$ cat config.mk
export PLATFORM = sky130hd
export DESIGN_NAME = pe_dispatch_seq
export DESIGN_NICKNAME = d
export VERILOG_FILES = /design/src/rtl/instr_pkg.sv /design/src/rtl/nmcu_pkg.sv /design/src/rtl/pe_dispatch_seq_accum.sv /design/src/rtl/pe_dispatch_seq.sv
export SDC_FILE = /design/constraint.sdc
export NUM_CORES = 1
export LEC_CHECK = 0
export CORE_UTILIZATION = 35
export DETAILED_ROUTE_END_ITERATION = 7
export PLACE_DENSITY = 0.66
export SLEW_MARGIN = 25
export SYNTH_ARGS = -nofsm -noshare
export SYNTH_HDL_FRONTEND = slang
export SYNTH_HIERARCHICAL = 1
export SYNTH_SLANG_ARGS = --single-unit
export TNS_END_PERCENT = 5
$ cat constraint.sdc
create_clock -name clk -period 2.77 [get_ports clk]
set_input_delay 0.4155 -clock clk [delete_from_list [all_inputs] [get_ports clk]]
set_output_delay 0.4155 -clock clk [all_outputs]
set_load 0.005 [all_outputs]
$ cat src/rtl/instr_pkg.sv
`default_nettype none
// +----------------------------------------------------------------------+
// | instr_pkg : instruction word forwarded from decode to the PE array   |
// | Rev 1.0                                                              |
// +----------------------------------------------------------------------+
package instr_pkg;

  typedef struct packed {
    logic [5:0] opcode;
    logic [1:0] mode;
    logic [7:0] imm;
  } instruction_t;

  localparam int INSTR_WIDTH = $bits(instruction_t);

endpackage
`default_nettype wire

$ cat src/rtl/nmcu_pkg.sv
`default_nettype none
// +----------------------------------------------------------------------+
// | nmcu_pkg : shared widths and dispatch-sequencer state encoding       |
// | Rev 1.0                                                              |
// +----------------------------------------------------------------------+
package nmcu_pkg;

  localparam int DATA_WIDTH = 32;
  localparam int ADDR_WIDTH = 16;
  localparam int LEN_WIDTH  = 8;

  typedef enum logic [3:0] {
    IDLE    = 4'd0,
    REQ_A   = 4'd1,
    RSP_A   = 4'd2,
    REQ_B   = 4'd3,
    RSP_B   = 4'd4,
    ISSUE   = 4'd5,
    WAIT_PE = 4'd6,
    WRITE   = 4'd7,
    FIN     = 4'd8
  } seq_state_e;

endpackage
`default_nettype wire

$ cat src/rtl/pe_dispatch_seq_accum.sv
`default_nettype none
// +----------------------------------------------------------------------+
// | pe_seq_accum : dot-product accumulator, clear has priority over add  |
// | Rev 1.0                                                              |
// +----------------------------------------------------------------------+
module pe_seq_accum #(
  parameter int DATA_WIDTH = 32
) (
  input  logic                  clk,
  input  logic                  rst_n,
  input  logic                  i_clr,
  input  logic                  i_en,
  input  logic [DATA_WIDTH-1:0] i_add,
  output logic [DATA_WIDTH-1:0] o_acc
);

  logic [DATA_WIDTH-1:0] r_acc;

  // Sum deliberately wraps at DATA_WIDTH bits.
  always_ff @(posedge clk or negedge rst_n) begin
    if (!rst_n) begin
      r_acc <= '0;
    end else if (i_clr) begin
      r_acc <= '0;
    end else if (i_en) begin
      r_acc <= r_acc + i_add;
    end
  end

  assign o_acc = r_acc;

endmodule
`default_nettype wire

$ cat src/rtl/pe_dispatch_seq.sv
`default_nettype none
// +----------------------------------------------------------------------+
// | pe_dispatch_seq : fetches A[i]/B[i], issues pairs to the PE array,   |
// | accumulates results and writes the dot product to C. Rev 1.0         |
// +----------------------------------------------------------------------+
module pe_dispatch_seq #(
  parameter int DATA_WIDTH = nmcu_pkg::DATA_WIDTH,
  parameter int ADDR_WIDTH = nmcu_pkg::ADDR_WIDTH,
  parameter int LEN_WIDTH  = nmcu_pkg::LEN_WIDTH
) (
  input  logic                     clk,
  input  logic                     rst_n,
  input  logic                     cmd_valid_i,
  output logic                     cmd_ready_o,
  input  instr_pkg::instruction_t  cmd_instr_i,
  input  logic [ADDR_WIDTH-1:0]    cmd_addr_a_i,
  input  logic [ADDR_WIDTH-1:0]    cmd_addr_b_i,
  input  logic [ADDR_WIDTH-1:0]    cmd_addr_c_i,
  input  logic [LEN_WIDTH-1:0]     cmd_len_i,
  output logic                     mem_req_valid_o,
  input  logic                     mem_req_ready_i,
  output logic [ADDR_WIDTH-1:0]    mem_req_addr_o,
  input  logic                     mem_rsp_valid_i,
  input  logic [DATA_WIDTH-1:0]    mem_rsp_data_i,
  output logic                     pe_cmd_valid_o,
  input  logic                     pe_cmd_ready_i,
  output instr_pkg::instruction_t  pe_cmd_o,
  output logic [DATA_WIDTH-1:0]    pe_operand_a_o,
  output logic [DATA_WIDTH-1:0]    pe_operand_b_o,
  input  logic                     pe_done_i,
  input  logic [DATA_WIDTH-1:0]    pe_result_i,
  output logic                     wr_valid_o,
  input  logic                     wr_ready_i,
  output logic [ADDR_WIDTH-1:0]    wr_addr_o,
  output logic [DATA_WIDTH-1:0]    wr_data_o,
  output logic                     busy_o,
  output logic                     done_o
);

  import nmcu_pkg::*;

  seq_state_e               r_state;
  seq_state_e               w_state_nxt;
  instr_pkg::instruction_t  r_instr;
  logic [ADDR_WIDTH-1:0]    r_addr_a;
  logic [ADDR_WIDTH-1:0]    r_addr_b;
  logic [ADDR_WIDTH-1:0]    r_addr_c;
  logic [LEN_WIDTH-1:0]     r_len;
  logic [LEN_WIDTH-1:0]     r_idx;
  logic [DATA_WIDTH-1:0]    r_op_a;
  logic [DATA_WIDTH-1:0]    r_op_b;
  logic [DATA_WIDTH-1:0]    w_acc;
  logic [LEN_WIDTH:0]       w_idx_inc;
  logic [ADDR_WIDTH-1:0]    w_idx_addr;
  logic                     w_cmd_fire;
  logic                     w_pe_fire;
  logic                     w_last;

  assign w_cmd_fire = cmd_valid_i && (r_state == IDLE);
  assign w_pe_fire  = pe_done_i && (r_state == WAIT_PE);
  // One extra bit so N = all-ones still terminates.
  assign w_idx_inc  = {1'b0, r_idx} + (LEN_WIDTH+1)'(1);
  assign w_last     = (w_idx_inc == {1'b0, r_len});
  assign w_idx_addr = ADDR_WIDTH'(r_idx);

  always_comb begin
    w_state_nxt = r_state;
    case (r_state)
      IDLE:    if (cmd_valid_i) w_state_nxt = (cmd_len_i == '0) ? WRITE : REQ_A;
      REQ_A:   if (mem_req_ready_i) w_state_nxt = RSP_A;
      RSP_A:   if (mem_rsp_valid_i) w_state_nxt = REQ_B;
      REQ_B:   if (mem_req_ready_i) w_state_nxt = RSP_B;
      RSP_B:   if (mem_rsp_valid_i) w_state_nxt = ISSUE;
      ISSUE:   if (pe_cmd_ready_i) w_state_nxt = WAIT_PE;
      WAIT_PE: if (pe_done_i) w_state_nxt = w_last ? WRITE : REQ_A;
      WRITE:   if (wr_ready_i) w_state_nxt = FIN;
      FIN:     w_state_nxt = IDLE;
      default: w_state_nxt = IDLE;
    endcase
  end

  always_ff @(posedge clk or negedge rst_n) begin
    if (!rst_n) begin
      r_state <= IDLE;
    end else begin
      r_state <= w_state_nxt;
    end
  end

  always_ff @(posedge clk or negedge rst_n) begin
    if (!rst_n) begin
      r_instr  <= '0;
      r_addr_a <= '0;
      r_addr_b <= '0;
      r_addr_c <= '0;
      r_len    <= '0;
      r_idx    <= '0;
      r_op_a   <= '0;
      r_op_b   <= '0;
    end else begin
      if (w_cmd_fire) begin
        r_instr  <= cmd_instr_i;
        r_addr_a <= cmd_addr_a_i;
        r_addr_b <= cmd_addr_b_i;
        r_addr_c <= cmd_addr_c_i;
        r_len    <= cmd_len_i;
        r_idx    <= '0;
      end
      if ((r_state == RSP_A) && mem_rsp_valid_i) r_op_a <= mem_rsp_data_i;
      if ((r_state == RSP_B) && mem_rsp_valid_i) r_op_b <= mem_rsp_data_i;
      if (w_pe_fire) r_idx <= w_idx_inc[LEN_WIDTH-1:0];
    end
  end

  pe_seq_accum #(
    .DATA_WIDTH (DATA_WIDTH)
  ) u_accum (
    .clk   (clk),
    .rst_n (rst_n),
    .i_clr (w_cmd_fire),
    .i_en  (w_pe_fire),
    .i_add (pe_result_i),
    .o_acc (w_acc)
  );

  always_comb begin
    mem_req_addr_o = '0;
    if (r_state == REQ_A) mem_req_addr_o = r_addr_a + w_idx_addr;
    if (r_state == REQ_B) mem_req_addr_o = r_addr_b + w_idx_addr;
  end

  assign cmd_ready_o     = (r_state == IDLE);
  assign mem_req_valid_o = (r_state == REQ_A) || (r_state == REQ_B);
  assign pe_cmd_valid_o  = (r_state == ISSUE);
  assign pe_cmd_o        = r_instr;
  assign pe_operand_a_o  = r_op_a;
  assign pe_operand_b_o  = r_op_b;
  assign wr_valid_o      = (r_state == WRITE);
  assign wr_addr_o       = r_addr_c;
  assign wr_data_o       = w_acc;
  assign busy_o          = (r_state != IDLE);
  assign done_o          = (r_state == FIN);

endmodule
`default_nettype wire

After elaboration in Yosys (flattened, before gate mapping). Cells that the tools add are included. W data, S select, Z words.

Bits in registers: 180. Bits of input ports: 144. Output and inout port bits: 150.

$add $sub $neg: 4. Equal/unequal tests: 17. Muxes and demuxes: 17. Reductions and logical operators: 10.

Operators with widths (count): $mux W32 (2); $add A16 B8 Y16 (2); $add A32 B32 Y32 (1); $mux W16 (2); $mux W4 (8); $pmux W4 S8 (1); $eq A4 B3 Y1 const B (4); $mux W8 (2); $ne A2 B2 Y1 const B (6); $add A8 B1 Y9 const B (1); $eq A9 B8 Y1 (1); $eq A4 B2 Y1 const B (2); $logic_not A8 Y1 (1); $reduce_and A8 Y1 (1); $mux W3 (2); $eq A4 B1 Y1 const B (1); $eq A4 B4 Y1 const B (1); $logic_and A1 B1 Y1 (4); $logic_not A4 Y1 (1); $ne A2 B1 Y1 const B (2); $reduce_bool A4 Y1 (1); $reduce_bool A2 Y1 (1); $logic_or A1 B1 Y1 (1).

Longest topological paths before layout. Gate-level depths: netlist (run 1).

Depth after elaboration: 5. Gate-level depth with buffers: 11. Depth with buffers taken out: 11.

Modules after synthesis. Netlist (run 1), hierarchy kept.

By module, submodules not included: pe_dispatch_seq (times used 1, cells an instance 567, area an instance 7120.6 um2, sequential area each 3703.6 um2); pe_seq_accum (times used 1, cells an instance 346, area an instance 2949.1 um2, sequential area each 800.8 um2).

Least setup slack after synthesis (run 1). Ideal clock, no wire load.

Path kind: input port to flip-flop. Start: input port pe_result_i[9]. End: register u_accum.r_acc[31] (netlist: u_accum/o_acc[31]). Setup time: 128 ps. Arrival time: 2467 ps. Setup slack: 176 ps. Cell stages on the path: 9. Path buffers: 0. Path through: ha_1 nand3_1 or4_1 o211ai_2 a21oi_2 a41o_1 nand3b_1 a31oi_1 mux2_1.

Longest elaborated chain between the ends: 3.

Ends and longest elaborated chain: start: declaration (RTL line pe_dispatch_seq.sv:31) `input logic [DATA_WIDTH-1:0] pe_result_i,`; $add A32 B32 Y32 (RTL line pe_dispatch_seq_accum.sv:26) `r_acc <= r_acc + i_add;`; $mux W32 (RTL line pe_dispatch_seq_accum.sv:25) `end else if (i_en) begin`; $mux W32 (RTL line pe_dispatch_seq_accum.sv:23) `end else if (i_clr) begin`; end signal: assignment (RTL line pe_dispatch_seq_accum.sv:26); end: declaration (RTL line pe_dispatch_seq_accum.sv:17) `logic [DATA_WIDTH-1:0] r_acc;`.

No other way between the ends. The select of a mux whose other input is x is not followed. A chain may end at the register's enable or synchronous reset.

Final worst setup path (run 1).
Start: register r_idx[0]. End: output port mem_req_addr_o[10].

Longest elaborated chain between the ends: 3.

Ends and longest elaborated chain: start: declaration (RTL line pe_dispatch_seq.sv:49) `logic [LEN_WIDTH-1:0] r_idx;`; start signal: assignment (RTL line pe_dispatch_seq.sv:111) `if (w_pe_fire) r_idx <= w_idx_inc[LEN_WIDTH-1:0];`; $add A16 B8 Y16 (RTL line pe_dispatch_seq.sv:128) `if (r_state == REQ_A) mem_req_addr_o = r_addr_a + w_idx_addr;`; $mux W16 (RTL line pe_dispatch_seq.sv:128); $mux W16 * (RTL line pe_dispatch_seq.sv:129) `if (r_state == REQ_B) mem_req_addr_o = r_addr_b + w_idx_addr;`; end: declaration (RTL line pe_dispatch_seq.sv:22) `output logic [ADDR_WIDTH-1:0] mem_req_addr_o,`.

Every way passes the cells marked *; elsewhere a longest branch is shown, timed or not.

==> results of run 1 <==
## power by group through the flow
stage | sequential, W | combinational, W | clock [W]
finish | 0.00469 | 0.00752 | 0.00256
global route | 0.00484 | 0.00821 | 0.00274
CTS | 0.00469 | 0.00753 | 0.00264
detailed placement | 0.00470 | 0.00749 | 0
global placement | 0.00466 | 0.00744 | 0
floorplan | 0.00461 | 0.00371 | 0
## state kept, by name, indices dropped and copies added, names as in the netlist, 8 cells and up
name	flops
r_len	8
u_accum/o_acc	32
r_addr_b	16
pe_operand_b_o	32
pe_cmd_o	16
r_idx	8
pe_operand_a_o	32
wr_addr_o	16
r_addr_a	16
## cell usage in the layout (no fill, tap or decap), drive strengths merged, types with 10 or more instances in the layout
| master | count |
|---|---|
| clkbuf | 18 |
| a21o | 21 |
| o21ai | 38 |
| inv | 29 |
| nor2b | 15 |
| a211oi | 10 |
| nor2 | 66 |
| xnor2 | 31 |
| a31oi | 11 |
| xor2 | 24 |
| mux2 | 135 |
| buf | 113 |
| nor3 | 15 |
| a21oi | 39 |
| ha | 48 |
| dfrtp | 180 |
| nand2 | 37 |
| clkdlybuf4s50 | 277 |
| o22ai | 16 |
| mux2i | 15 |
| nand3 | 25 |
| nand4 | 10 |
## metrics by stage
step	hold WS [ns]	power (W)	cell area, µm²
global route	0.0574	0.0158	14800
global placement	0.468	0.0121	14100
finish	0.0206	0.0148	14800
detailed placement	0.476	0.0122	14100
CTS	0.0319	0.0149	14800
floorplan	0.120	0.00831	10100
## cells by family after synthesis
group                      count (synthesis)  share of synthesized area, %
and+or+nand+nor                          216                          10.8
xor gates and xnor gates                  55                          4.78
buffers and inverters                     63                          3.03
DFF                                      180                          44.7
muxes                                    151                          16.8
adders and majority gates                 51                          6.56
AOI/OAI and AO/OA                        197                          13.2
## routing by layer
layer | GRT usage, % | vias up | wire length [µm]
met2 | 33.8 | 231 | 14100
met5 | 0 | - | 0
met3 | 6.65 | 23 | 2150
met4 | 5.01 | 0 | 368
li1 | - | 4115 | -
met1 | 23.7 | 4112 | 12000
## path summary, 6_finish.rpt
kind	slack [ns]	start	to
setup / recovery	-0.17	r_idx[0]$_DFFE_PN0P_	mem_req_addr_o[10]
hold / removal	0.02	rst_n	u_accum/o_acc[16]$_DFFE_PN0P_
setup reg to reg	0.12	u_accum/o_acc[10]$_DFFE_PN0P_	u_accum/o_acc[27]$_DFFE_PN0P_
hold reg to reg	0.49	wr_addr_o[0]$_DFFE_PN0P_	wr_addr_o[0]$_DFFE_PN0P_
max in group asynchronous	1.96	rst_n	pe_cmd_o[10]$_DFFE_PN0P_
min in group clk	0.49	wr_addr_o[0]$_DFFE_PN0P_	wr_addr_o[0]$_DFFE_PN0P_
## what timing repair did
action | CTS | global route
pin swaps | 26 | 12
endpoints found under the setup margin | 14 | 22
hold buffers | 0 | 0
gates resized for setup | 62 | 11
gates cloned | 0 | 0
buffers inserted | 3 | 0
## area by class of cell
type                            instances  area, µm²  area share [%]
Sequential cell                       180       4510            30.4
Tap cell                              378        473            3.19
Antenna cell                            1       2.50          0.0169
Clock buffer                           17        425            2.87
Inverter                               23       86.3           0.582
Timing Repair Buffer                  398       3730            25.2
Clock inverter                         15        191            1.29
Multi-Input combinational cell        670       5420            36.5
==> metrics, run 1 <==
htree depth 4; Cell Area, Synth 0.0101 mm²; Sequential Power Share 31.7%; hpwl dp 21500 µm; Critical Path End Type primary output; Ys Warns 6; Unique masters post-synth 70; GPL Wtd Cong ~0.85; routed len/inst 17.1 µm; final WL around 29000 µm; Die X around 170 µm; post-route ant nets 0; post-route minimum period 2.94 ns; Slew headroom a little over half; endpoints failing hold 0; via count 8481; drt pass-1 iters 5; Crit Path Max Fanout 4; chip height 172 µm; first-pass GRT wire length 45200 µm; leading area contributor after synthesis dfrtp_1; Final setup viols 10; TritonCTS clock tree built; crit-path cells ha_2 -> fa_2 -> a21oi_2 -> o21ai_2 -> a211oi_2 -> buf_4 -> nor2_1 -> xnor2_1 -> o22ai_1 -> buf_2; CP max stage cell dfrtp_1; RSZ-0062 raised after global routing yes; WP data arrival 2.52 ns; WS Path Type flip-flop to primary output; CORE AREA 0.0280 mm²; synthesized area per cell 11.0 µm²; CTS Buf Count 17; final core occ 53.0%; DRC 0; Starting Density between 30 and 40%; worst setup margin -0.170 ns; CP peak stage delay 0.41 ns; Worst Setup Start Kind flip-flop; Buf/Inv on CP 2; P per Cell Area between 900 and 1000 mW/mm²; deepest clock path buffer count 2; cell count after synthesis 913; Post-synth EDFFs 0; Starting DRT DRC Count 383; status complete, but fails checks; Yosys reg bits 180; sw frac between 30 and 40%; Clock Tree Root clkbuf_16; worst hold path type input port to asynchronous set/reset pin; sequential fraction of the synthesis area 44.7%; Row Count around 60; WP depth 10; via count of the first global-routing pass 8726; fillers about 2500; Combinational Power Share 50.9%; count leader, synth dfrtp_1; most frequent cells after synthesis dfrtp_1, mux2_2, nor2_1, ha_1, a21oi_1; Switch Pwr 0.00506 W; clk slew on worst S/H paths 0.08 ns; TNS Setup -0.994 ns; pre-CTS setup slack -0.398 ns; Pint 0.00971 W; maximum VDD drop approximately 520 µV; power share of the clock group around 17%; Synth area leaders dfrtp_1, mux2_2, ha_1; Async SR Flop Fraction 100%; die area 0.0295 mm²; final cell count without fillers 1682; largest net degree at the start of global routing 76; Slew Limit Fails 0; Max-Cap Viols 0; Reg2Reg Depth 10; vias per inst 5.04; Top FF cell, synth dfrtp_1; total grt overflow 0; Synth top area share between 40 and 50%; Clock Sinks 180; slew of the pin with the lowest slew margin 0.709 ns; Layout Skew 0.0113 ns; synthesis-to-finish area growth 47.4%; violated checks negative setup slack; Final period util 106%; Syn Nets 1108; Final #Nets 1485; initial antenna violation count 1; Required @ worst endpoint between 2 and 2.5 ns; Clock Latency Late Sink 0.43 ns; Buffers on Ports 293; share of layout cells above drive strength 1 24.3%; Total Routing Usage GR 19.8%; crit-path leading delay family adder cells; dpl cells 1646; leakage power total 6.46 nW; f_max ~340 MHz; # IOs a little under 300
Power figures use the tool's default switching activity.
==> run 2, diff against run 1 <==
clock period = 3.5 ns   (was 2.77 ns; I/O delays follow)
==> run 2 against run 1 <==
Compared with the run above: sequential power fell by 20%; the flow now finishes without violations; highest routed layer unchanged; critical endpoint is now mem_req_addr_o[8]; largest power group unchanged; cell area decreased by 5.1%; die area unchanged.
==> metrics, run 2 (synthesis results as in run 1) <==
status finished clean; Final #Nets 1396 (-6.0%); f_max 288 MHz; Setup crit end mem_req_addr_o[8]; via count of the first global-routing pass 8293 (-5.0%); P per Cell Area 800 mW/mm² (-20%); Max-Cap Viols 0 (unchanged); total power 0.0113 W (-24%); post-route ant nets 0 (unchanged); design area 0.0141 mm² (-5.1%); Clock Tree Root clkbuf_16; r2r startpoint u_accum/o_acc[9]$_DFFE_PN0P_; worst hold path type input port to asynchronous set/reset pin; leakage power total 5.97 nW (-7.6%); die area 0.0295 mm² (unchanged); largest net degree at the start of global routing 86 (+13%); TritonCTS clock tree built; post-route minimum period 3.48 ns; maximum VDD drop 449 µV (-13%); WP data arrival 2.95 ns (+0.43 ns); Starting DRT DRC Count 483 (+26%); htree depth 4 (unchanged); Slew Limit Fails 0 (unchanged); RSZ-0062 raised after global routing yes; synthesis-to-finish area growth 39.8%; share of layout cells above drive strength 1 17.0% (-7.4 points); Worst Setup SP r_idx[0]$_DFFE_PN0P_; Crit Path Max Fanout 4 (unchanged); worst r2r dst u_accum/o_acc[31]$_DFFE_PN0P_; deepest clock path buffer count 2 (unchanged); # IOs 294 (unchanged); total grt overflow 0 (unchanged); final WL 27700 µm (-3.5%); first-pass GRT wire length 43400 µm (-3.9%); Final period util roughly 99%; GPL Wtd Cong 0.846 (-0.83%); Clock Sinks 180 (unchanged); Final setup viols 0 (-10); hpwl dp 20600 µm (-4.5%); Critical Path End Type primary output; Total Routing Usage GR 18.9% (-0.82 points); clk slew on worst S/H paths 0.08 ns (about the same); most frequent cells in the layout clkdlybuf4s50_1, dfrtp_1, mux2_2, nor2_1, ha_1; slew of the pin with the lowest slew margin 0.724 ns (+0.0154 ns); Layout Skew 0.0146 ns (+0.00333 ns); Clock Latency Late Sink 0.45 ns (+0.02 ns); drt pass-1 iters 5 (unchanged); via count 8219 (-3.1%); chip height 172 µm (unchanged); CTS Buf Count 17 (unchanged); WS Path Type flip-flop to primary output; CORE AREA 0.0280 mm² (unchanged); initial antenna violation count 1 (unchanged); Reg2Reg Depth 9 (-1); Required @ worst endpoint 2.97 ns (+0.62 ns); DRC 0 (unchanged); Slew headroom 51.7% (-0.85 points); Worst Setup Start Kind flip-flop; Buffers on Ports 293 (unchanged); Row Count 61 (unchanged); r2r setup slk 0.65 ns (+0.53 ns); Die X 172 µm (unchanged); routed len/inst 17.4 µm (+1.9%); endpoints failing hold 0 (unchanged); commonest non-fill, non-tap cell in the layout clkdlybuf4s50_1; vias per inst 5.16 (+2.3%); Starting Density 35.9% (unchanged); Post-Place Cell Area 0.0134 mm² (-4.8%)
[run 2: changes by cell type in the layout (fill, tap and decap cells not counted), moves of 2 or more]
cell / delta
clkinvlp_4: -2
buf_2: -8
o32ai_1: +2
o21ai_2: -2
clkdlybuf4s50_1: +11
buf_12: -2
ha_4: -2
dlygate4sd2_1: -3
clkbuf_1: +2
ha_1: +2
o32ai_2: -2
clkinv_2: +2
clkinv_8: -2
buf_4: -86
[run 2: worst min-delay path by stage]
stage                                   from  slack (ns)                            end  cells after the start
floorplan                              rst_n        0.23        pe_cmd_o[0]$_DFFE_PN0P_                      0
global placement    wr_addr_o[0]$_DFFE_PN0P_        0.47       wr_addr_o[0]$_DFFE_PN0P_                      1
detailed placement  wr_addr_o[4]$_DFFE_PN0P_        0.48       wr_addr_o[4]$_DFFE_PN0P_                      1
CTS                                    rst_n        0.15  u_accum/o_acc[11]$_DFFE_PN0P_                      1
global route                           rst_n        0.18  u_accum/o_acc[12]$_DFFE_PN0P_                      1
finish                                 rst_n        0.13  u_accum/o_acc[12]$_DFFE_PN0P_                      1
[run 2: what timing repair did]
item,CTS,global route
setup endpoints to repair,8,16
resized for setup,12,9
pin swaps,2,4
buffers inserted,1,0
hold buffers,0,0
[run 2: routing by layer]
metal / track usage [%] / wire, µm / vias up
met3: 6.07 / 2000 / 21
met5: 0 / 0 / -
met1: 23.1 / 11700 / 4021
met4: 5.28 / 353 / 0
li1: - / - / 3930
met2: 31.9 / 13600 / 247
[run 2: cell type report]
cell class              count  area, µm²
fillers                  2497      13900
well taps                 378        473
clock inverters            13        173
diodes                      1       2.50
multi-input cells         670       5320
flip-flops and latches    180       4510
inverters                  23       86.3
repair buffers            309       3080
clock buffers              19        433
[run 2: worst max-delay path, cell delays in order, from the launching register on]
cell and delay [ns]:
dfrtp_1 0.41, ha_2 0.24, inv_1 0.06, fa_1 0.41, nor2b_2 0.16, o2111ai_2 0.16
nand3_2 0.16, nand2_1 0.07, xor2_1 0.15, o22ai_1 0.14, clkdlybuf4s50_1 0.54
[run 2: stage by stage]
step                hold WS (ns)  util [%]  setup TNS, ns  instances  worst slack [ns]
floorplan                  0.229         -              0        913             0.796
global placement           0.469      47.8              0       1559             0.181
detailed placement         0.476      47.8              0       1559             0.130
CTS                        0.149      50.1        -0.0800       1592           -0.0586
global route               0.176      50.2         -0.342       1592            -0.108
finish                     0.132      50.2              0       1593            0.0230
[run 2: where the power goes]
| part | switching (W) | internal [W] |
|---|---|---|
| logic | 0.00224 | 0.00324 |
| registers | 0.000706 | 0.00304 |
| clock network | 0.000893 | 0.00114 |
